==> src/rtl/hex_char_writer.sv <==
// hex_char_writer: streams a captured word as a row of hex characters into the text buffer.
// Define LEADING_ZERO_BLANK_EN to blank leading zero digits (the last digit is always shown).
module hex_char_writer #(
    parameter int NIBBLES   = 8,
    parameter int ADDR_W    = 6,
    parameter int BASE_ADDR = 0
) (
    input  logic              clk,
    input  logic              rst_n,
    input  logic              start_i,
    input  logic [31:0]       val_i,
    output logic              busy_o,
    output logic              done_o,
    output logic [3:0]        nib_o,
    input  logic [15:0]       char_i,
    output logic              wr_en_o,
    output logic [ADDR_W-1:0] wr_addr_o,
    output logic [15:0]       wr_data_o,
    input  logic              wr_ready_i
);
    typedef enum logic [1:0] {IDLE, WRITE, DONE} state_t;
    state_t state, state_nx;
    logic [31:0] shift;
    logic [3:0] cnt;
    logic fire, last, capture, blank;
    assign capture = state == IDLE && start_i;
    assign fire = state == WRITE && wr_ready_i;
    assign last = cnt == 4'(NIBBLES - 1);
    always_ff @(posedge clk or negedge rst_n)
        if (!rst_n) state <= IDLE;
        else state <= state_nx;
    always_comb
        state_nx = state == IDLE  ? (start_i ? WRITE : IDLE) :
                   state == WRITE ? (fire && last ? DONE : WRITE) : IDLE;
    // Left-align the captured digits so the current one is always shift[31:28].
    always_ff @(posedge clk or negedge rst_n)
        if (!rst_n) begin
            shift <= '0;
            cnt   <= '0;
        end else if (capture) begin
            shift <= val_i << (32 - 4 * NIBBLES);
            cnt   <= '0;
        end else if (fire) begin
            shift <= shift << 4;
            cnt   <= cnt + 4'd1;
        end
`ifdef LEADING_ZERO_BLANK_EN
    logic seen;
    always_ff @(posedge clk or negedge rst_n)
        if (!rst_n) seen <= 1'b0;
        else if (capture) seen <= 1'b0;
        else if (fire && nib_o != 4'd0) seen <= 1'b1;
    assign blank = state == WRITE && !seen && nib_o == 4'd0 && !last;
`else
    assign blank = 1'b0;
`endif
    always_comb begin
        busy_o    = state == WRITE;
        done_o    = state == DONE;
        wr_en_o   = state == WRITE;
        wr_addr_o = state == WRITE ? ADDR_W'(BASE_ADDR) + ADDR_W'(cnt) : '0;
        nib_o     = shift[31:28];
        wr_data_o = blank ? 16'hFF20 : char_i;
    end
endmodule

==> config.mk <==
export PLATFORM = sky130hd
export DESIGN_NAME = hex_char_writer
export DESIGN_NICKNAME = d
export VERILOG_FILES = /design/src/rtl/hex_char_writer.sv
export SDC_FILE = /design/constraint.sdc
export NUM_CORES = 1
export LEC_CHECK = 0
export ABC_AREA = 1
export CORE_MARGIN = 2
export CORE_UTILIZATION = 42
export CTS_CLUSTER_DIAMETER = 30
export DETAILED_ROUTE_END_ITERATION = 10
export HOLD_SLACK_MARGIN = 0.1
export MAX_ROUTING_LAYER = met4
export PLACE_DENSITY_LB_ADDON = 0.2
export SLEW_MARGIN = 30
export SYNTH_ARGS = -nofsm -noshare
export SYNTH_HDL_FRONTEND = slang
export SYNTH_SLANG_ARGS = --single-unit
==> constraint.sdc <==
create_clock -name clk -period 1.8 [get_ports clk]
set_clock_uncertainty 0.1 [all_clocks]
set_input_delay 0.36 -clock clk [delete_from_list [all_inputs] [get_ports clk]]
set_output_delay 0.36 -clock clk [all_outputs]
set_load 0.01 [all_outputs]
==> results of run 1 <==
[registers in the layout, summed over array words and instances (netlist names)]
signal	cells
state	2
cnt	4
shift	32
[metrics by stage]
step                hold slack [ns]  total power [mW]  cells
floorplan                   -0.0356              2.29    236
global placement              0.261              2.65    310
detailed placement            0.261              2.68    310
CTS                           0.386              3.23    320
global route                  0.402              3.44    320
finish                        0.383              3.19    320
[placed cells by master, fill, tap and decap left out, drive strengths merged]
cell type	synthesis	final
xor2	1	1
nand2	96	96
dlygate4sd3	0	1
nand3b	4	4
o21ai	7	7
dfrtp	38	38
clkinv	0	1
inv	13	13
nand3	33	33
ha	1	1
clkdlybuf4s50	0	38
clkbuf	0	7
buf	31	9
conb	1	2
dlygate4sd2	0	7
nor2	10	10
[per-layer routing]
metal	vias to the layer above	wire length [µm]	global-route usage, %
li1	769	-	-
met1	661	1750	20.9
met2	44	1610	21.9
met3	4	241	4.08
met4	0	31	5.03
met5	-	0	-
[path summary, 6_finish.rpt]
check,from,endpoint,slack [ns],cells past startpoint
max reg2reg,state[1],shift[13],0.33,7
max in group asynchronous,rst_n,state[0],0.58,3
min,shift[14],shift[14],0.38,2
max,state[1],wr_addr_o[3],0.16,4
min in group asynchronous,rst_n,shift[30],0.47,2
min reg2reg,shift[14],shift[14],0.38,2
[tightest hold or removal path: cells and delay by family, from the launching register on]
family           cells  cell delay (ns)
and+or+nand+nor      2             0.10
DFF                  1             0.34
[timing repair]
item                                   4_1_cts  5_1_grt
setup endpoints to repair                    7        0
hold buffers                                 1        0
resized for setup                            9        0
endpoints found under the hold margin       21        0
buffers inserted                             1        0
[power breakdown]
group / total (mW) / internal (mW) / switching [mW]
Combinational: 1.22 / 0.550 / 0.672
Clock: 0.583 / 0.309 / 0.274
Sequential: 1.38 / 1.20 / 0.186
[logic make-up after synthesis]
| kind of cell | share of synthesized area [%] |
|---|---|
| AOI/OAI and AO/OA | 1.84 |
| xor gates and xnor gates | 0.459 |
| adders and majority gates | 0.656 |
| buffers and inverters | 14.7 |
| DFF | 49.9 |
| other | 0.197 |
| and+or+nand+nor | 32.3 |
[cell type report]
type                    instances  area share, %
multi-input cells             154           28.6
inverters                      13           2.05
clock buffers                   7           3.63
clock inverters                 1          0.210
well taps                      52           2.73
flip-flops and latches         38           40.0
repair buffers                 55           22.8
==> metrics.txt, run 1 <==
# TYPE chip_impl_metric gauge
chip_impl_info{name="cp-end-kind",value="output pin"} 1
chip_impl_metric{name="multi_input_comb_area",unit="µm²"} 682
chip_impl_info{name="timing.setup.critical_path_class",value="register to output pin"} 1
chip_impl_metric{name="regArea",unit="µm²"} 952
chip_impl_metric{name="grt_start_max_net_pins",unit=""} 30
chip_impl_info{name="cts_root_buffer",value="sky130_fd_sc_hd__clkbuf_8"} 1
chip_impl_metric{name="layout.core_utilization",unit="%"} 54.7
chip_impl_info{name="hold_path_class",value="register to register"} 1
chip_impl_metric{name="htree_num_levels",unit=""} 2
chip_impl_metric{name="syn2layout_area_growth",unit="%"} 24.9
chip_impl_metric{name="placed_area",unit="µm²"} 2280
chip_impl_metric{name="clock_insertion_delay_worst_skew",unit="ns"} 0.28
chip_impl_info{name="worstPathCellList",value="inv_2 > nand2_2 > nor2_1 > dlygate4sd2_1"} 1
chip_impl_metric{name="design_area",unit="µm²"} 2380
chip_impl_metric{name="placement_rows",unit=""} 24
chip_impl_info{name="synth_commonest_cells",value="94 x sky130_fd_sc_hd__nand2_1, 38 x sky130_fd_sc_hd__dfrtp_1, 32 x sky130_fd_sc_hd__nand3_1, 24 x sky130_fd_sc_hd__buf_4"} 1
chip_impl_metric{name="first_iter_violations",unit=""} 136
chip_impl_metric{name="start_util",unit="%"} 43.8
chip_impl_metric{name="drt_first_pass_iters",unit=""} 4
chip_impl_metric{name="clock_path_buffers",unit=""} 2
chip_impl_info{name="rsz0062_at_grt",value="no"} 1
chip_impl_metric{name="crit_required",unit="ns"} 1.34
chip_impl_metric{name="cts.sinks",unit=""} 38
chip_impl_metric{name="worst-path-max-fanout",unit=""} 6
chip_impl_info{name="ys_top_cells_by_area",value="sky130_fd_sc_hd__dfrtp_1 50%, sky130_fd_sc_hd__nand2_1 19%, sky130_fd_sc_hd__buf_4 9.4%"} 1
chip_impl_metric{name="pwr_density_cell",unit="nW/µm²"} 1340
chip_impl_metric{name="numPortBuffers",unit=""} 46
chip_impl_metric{name="nNetsFinal",unit=""} 320
chip_impl_metric{name="wire_per_inst",unit="µm"} 11.4
chip_impl_metric{name="drc_errors",unit=""} 0
chip_impl_metric{name="fp.dieH",unit="µm"} 71.4
chip_impl_metric{name="place_ws",unit="ns"} 0.0542
chip_impl_info{name="cts_tree",value="yes"} 1
chip_impl_metric{name="timing.critical_path.arrival",unit="ns"} 1.18
chip_impl_metric{name="ys_ff_latch",unit=""} 38
chip_impl_metric{name="cts-buffers-inserted",unit=""} 5
chip_impl_info{name="synth_ff_type",value="sky130_fd_sc_hd__dfrtp_1"} 1
chip_impl_metric{name="max-vdd-ir-drop",unit="mV"} 0.591
chip_impl_info{name="crit_path_start_kind",value="register"} 1
chip_impl_metric{name="mappedNetlistArea",unit="µm²"} 1910
chip_impl_metric{name="insertedDiodeCount",unit=""} 0
chip_impl_metric{name="vias",unit=""} 1478
chip_impl_metric{name="slew_viol_final",unit=""} 0
chip_impl_metric{name="synth-seq-area-share",unit="%"} 49.9
chip_impl_metric{name="synth-async-reset-ratio",unit="%"} 100
chip_impl_metric{name="vias_per_cell",unit=""} 4.62
chip_impl_metric{name="grt_first_pass_wirelength",unit="mm"} 5.96
chip_impl_metric{name="highest_clock_frequency_the_design_can_meet",unit="MHz"} 609
chip_impl_metric{name="worstPathBufferInverterCount",unit=""} 2
chip_impl_metric{name="synth.distinct_cells",unit=""} 19
chip_impl_metric{name="syn_area_per_cell",unit="µm²"} 8.11
chip_impl_metric{name="setup_slack",unit="ns"} 0.157
chip_impl_metric{name="synthesis.instances",unit=""} 235
chip_impl_info{name="synth_area_leader_cell",value="sky130_fd_sc_hd__dfrtp_1"} 1
chip_impl_metric{name="ratio_of_final_minimum_period_to_clock_period",unit="%"} 91.3
chip_impl_info{name="timing.critical_path.max_delay_family",value="flip-flops"} 1
chip_impl_metric{name="overall_fraction_of_global_route_tracks_in_use",unit="%"} 15.2
chip_impl_info{name="run_status",value="finished clean"} 1
chip_impl_metric{name="number_of_flops_mapped_to_enable_cells_by_yosys",unit=""} 0
chip_impl_metric{name="finalHoldViolations",unit=""} 0
chip_impl_metric{name="fillers",unit=""} 442
chip_impl_metric{name="grt_antenna_before_repair",unit=""} 0
chip_impl_metric{name="antenna_violating_nets_post_route",unit=""} 0
chip_impl_metric{name="grt_pass1_vias",unit=""} 1346
chip_impl_metric{name="grt-ovfl-total",unit=""} 0
chip_impl_metric{name="design.die.area",unit="µm²"} 5100
chip_impl_metric{name="path_clk_slew",unit="ns"} 0.07
chip_impl_info{name="synth.most_common_cell",value="sky130_fd_sc_hd__nand2_1"} 1
chip_impl_metric{name="design.portCount",unit=""} 81
chip_impl_info{name="critical_path.slowest_cell",value="sky130_fd_sc_hd__dfrtp_1"} 1
chip_impl_metric{name="synthesis.yosys.warnings",unit=""} 0
chip_impl_metric{name="fin_setup_tns",unit="ns"} 0
chip_impl_metric{name="hpwlAfterDp",unit="mm"} 2.59
chip_impl_metric{name="yosys.area.top_type_share",unit="%"} 49.9
chip_impl_metric{name="max-cap-violations",unit=""} 0
chip_impl_metric{name="setup_viol_count_final",unit=""} 0
chip_impl_metric{name="crit_path_max_incr_delay",unit="ns"} 0.39
chip_impl_metric{name="coreArea",unit="µm²"} 4350
chip_impl_metric{name="die-width",unit="µm"} 71.4
chip_impl_metric{name="drt_wl_total",unit="mm"} 3.63
chip_impl_metric{name="layout_min_cycle_time",unit="ns"} 1.64
chip_impl_metric{name="place.gp.congestion",unit=""} 0.793
chip_impl_metric{name="power_leakage",unit="nW"} 1.18
chip_impl_metric{name="final_layout_size_suffix_gt1_share",unit="%"} 9.70
Power figures use the tool's default switching activity.
==> inputs of run 2 (changes only) <==
--- a/config.mk
+++ b/config.mk
@@ -7,7 +7,8 @@
 export LEC_CHECK = 0
 export ABC_AREA = 1
 export CORE_MARGIN = 2
-export CORE_UTILIZATION = 42
+export CORE_UTILIZATION = 44
+export CTS_BUF_LIST = sky130_fd_sc_hd__clkbuf_4 sky130_fd_sc_hd__clkbuf_8
 export CTS_CLUSTER_DIAMETER = 30
 export DETAILED_ROUTE_END_ITERATION = 10
 export HOLD_SLACK_MARGIN = 0.1
==> constraint.sdc (replaced) <==
create_clock -name clk -period 1.6 [get_ports clk]
set_clock_uncertainty 0.1 [all_clocks]
set_input_delay 0.32 -clock clk [delete_from_list [all_inputs] [get_ports clk]]
set_output_delay 0.32 -clock clk [all_outputs]
set_load 0.01 [all_outputs]
==> metrics.txt, run 2 (synthesis results as in run 1) <==
# TYPE chip_impl_metric gauge
chip_impl_metric{name="crit_required",unit="ns"} 1.73
chip_impl_metric{name="place.gp.congestion",unit=""} 0.783
chip_impl_info{name="mostFrequentLayoutCells",value="93 x sky130_fd_sc_hd__nand2_1, 38 x sky130_fd_sc_hd__dfrtp_1, 34 x sky130_fd_sc_hd__clkdlybuf4s50_1"} 1
chip_impl_metric{name="drt_first_pass_iters",unit=""} 4
chip_impl_metric{name="htree_num_levels",unit=""} 2
chip_impl_metric{name="hold-worst-slack",unit="ns"} 0.369
chip_impl_metric{name="timing.critical_path.arrival",unit="ns"} 1.65
chip_impl_metric{name="setup_viol_count_final",unit=""} 0
chip_impl_metric{name="insertedDiodeCount",unit=""} 0
chip_impl_metric{name="start_util",unit="%"} 46.7
chip_impl_metric{name="placed_area",unit="µm²"} 2360
chip_impl_metric{name="coreArea",unit="µm²"} 4090
chip_impl_metric{name="highest_clock_frequency_the_design_can_meet",unit="MHz"} 658
chip_impl_metric{name="power_leakage",unit="nW"} 1.26
chip_impl_metric{name="max-vdd-ir-drop",unit="mV"} 0.681
chip_impl_metric{name="slew_viol_final",unit=""} 0
chip_impl_metric{name="design_area",unit="µm²"} 2490
chip_impl_metric{name="largest_register_ff_count",unit=""} 32
chip_impl_metric{name="grt_antenna_before_repair",unit=""} 0
chip_impl_metric{name="first_iter_violations",unit=""} 136
chip_impl_metric{name="final_layout_size_suffix_gt1_share",unit="%"} 15.2
chip_impl_metric{name="placement_rows",unit=""} 23
chip_impl_metric{name="numPortBuffers",unit=""} 46
chip_impl_info{name="run_status",value="finished clean"} 1
chip_impl_metric{name="ratio_of_final_minimum_period_to_clock_period",unit="%"} 95.0
chip_impl_metric{name="pwr_density_cell",unit="nW/µm²"} 1560
chip_impl_info{name="largest-register",value="shift"} 1
chip_impl_metric{name="cts-buffers-inserted",unit=""} 5
chip_impl_metric{name="layout_min_cycle_time",unit="ns"} 1.52
chip_impl_metric{name="path_clk_slew",unit="ns"} 0.07
chip_impl_metric{name="max-cap-violations",unit=""} 0
chip_impl_metric{name="cts.sinks",unit=""} 38
chip_impl_metric{name="vias_per_cell",unit=""} 4.84
chip_impl_metric{name="syn2layout_area_growth",unit="%"} 30.4
chip_impl_metric{name="worst-path-max-fanout",unit=""} 10
chip_impl_info{name="cts_root_buffer",value="sky130_fd_sc_hd__clkbuf_8"} 1
chip_impl_info{name="crit_path_start_kind",value="register"} 1
chip_impl_metric{name="drc_errors",unit=""} 0
chip_impl_metric{name="hpwlAfterDp",unit="mm"} 2.72
chip_impl_metric{name="grt-ovfl-total",unit=""} 0
chip_impl_metric{name="nNetsFinal",unit=""} 329
chip_impl_metric{name="vias",unit=""} 1582
chip_impl_metric{name="antenna_violating_nets_post_route",unit=""} 0
chip_impl_metric{name="design.portCount",unit=""} 81
chip_impl_metric{name="clock_path_buffers",unit=""} 2
chip_impl_metric{name="overall_fraction_of_global_route_tracks_in_use",unit="%"} 18.1
chip_impl_metric{name="wire_per_inst",unit="µm"} 12.2
chip_impl_metric{name="clock_insertion_delay_worst_skew",unit="ns"} 0.29
chip_impl_metric{name="grt_pass1_vias",unit=""} 1576
chip_impl_metric{name="finalHoldViolations",unit=""} 0
chip_impl_info{name="cp-end-kind",value="register"} 1
chip_impl_metric{name="grt_first_pass_wirelength",unit="mm"} 6.87
chip_impl_metric{name="fp.dieH",unit="µm"} 69.8
chip_impl_metric{name="rr_worst_depth",unit=""} 8
chip_impl_metric{name="drt_wl_total",unit="mm"} 4.00
chip_impl_info{name="biggestRegsByFlops",value="shift x32, cnt x4, state x2"} 1
chip_impl_info{name="timing.setup.critical_path_class",value="register to register"} 1
chip_impl_info{name="final_common_cell",value="sky130_fd_sc_hd__nand2_1"} 1
chip_impl_info{name="cts_tree",value="yes"} 1
chip_impl_metric{name="design.die.area",unit="µm²"} 4880
chip_impl_info{name="hold_path_class",value="input port to async pin"} 1
chip_impl_metric{name="grt_start_max_net_pins",unit=""} 30
chip_impl_metric{name="die-width",unit="µm"} 69.8
## run 2: cell count changes in the layout (fill, tap and decap cells not counted), moves of 2 or more
| cell | delta |
|---|---|
| sky130_fd_sc_hd__clkdlybuf4s50_1 | -4 |
| sky130_fd_sc_hd__dlygate4sd2_1 | -4 |
| sky130_fd_sc_hd__clkbuf_2 | +4 |
| sky130_fd_sc_hd__buf_12 | +2 |
| sky130_fd_sc_hd__buf_4 | +5 |
| sky130_fd_sc_hd__buf_2 | +3 |
| sky130_fd_sc_hd__inv_4 | +2 |
| sky130_fd_sc_hd__inv_2 | -2 |
## run 2: layout make-up
type	count	area, µm²
Fill cell	385	1600
Sequential cell	38	951
Multi-Input combinational cell	154	682
Timing Repair Buffer	64	628
Clock buffer	5	68.8
Tap cell	50	62.6
Inverter	13	53.8
Clock inverter	3	40.0
## run 2: path summary, 6_finish.rpt
check	start	end	slack (ns)
worst min-delay path	rst_n	cnt[2]	0.37
worst min register to register	shift[28]	shift[28]	0.38
min in group clk	shift[28]	shift[28]	0.38
max in group asynchronous	rst_n	shift[11]	0.59
worst max-delay path	state[0]	shift[20]	0.08
worst max register to register	state[0]	shift[20]	0.08
## run 2: worst max-delay path, stage by stage (launching register included)
cell and delay, ns:
sky130_fd_sc_hd__dfrtp_1 0.43, sky130_fd_sc_hd__buf_4 0.16, sky130_fd_sc_hd__nor2_4 0.15, sky130_fd_sc_hd__nand2_4 0.07, sky130_fd_sc_hd__buf_4 0.15, sky130_fd_sc_hd__inv_4 0.09
sky130_fd_sc_hd__clkbuf_16 0.16, sky130_fd_sc_hd__nand2_1 0.06, sky130_fd_sc_hd__nand3_1 0.08
## run 2: what timing repair did
item                                    in CTS  in global routing
hold endpoints to repair                    14                  0
resized for setup                           20                 13
hold buffers                                 1                  0
endpoints found under the setup margin      10                 28
cloned                                       0                  1
pin swaps                                    0                  1
setup buffers                                0                  1
## run 2: report_power, final
part,leakage [nW],switching (mW),internal [mW]
Clock,0.0579,0.338,0.459
Sequential,0.493,0.207,1.34
Combinational,0.705,0.827,0.709
Total,1.26,1.37,2.51
## run 2: through the flow
| step | instances | power (mW) | TNS [ns] | worst slack [ns] | util (%) |
|---|---|---|---|---|---|
| floorplan | 236 | 2.58 | 0 | 0.268 | - |
| global placement | 316 | 3.09 | -1.49 | -0.0617 | 57.7 |
| detailed placement | 316 | 3.14 | -2.22 | -0.0920 | 57.7 |
| CTS | 325 | 3.90 | -0.0257 | -0.0257 | 60.7 |
| global route | 327 | 4.20 | -0.0175 | -0.0168 | 60.8 |
| finish | 327 | 3.88 | 0 | 0.0803 | 60.8 |
## run 2: layer usage
metal  global-route usage, %  wire, µm  vias to the layer above
met5                       -         0                        -
met4                    6.20        58                        0
met3                    6.40       253                        7
met2                    27.5      1860                       55
met1                    22.6      1840                      731
li1                        -         -                      789
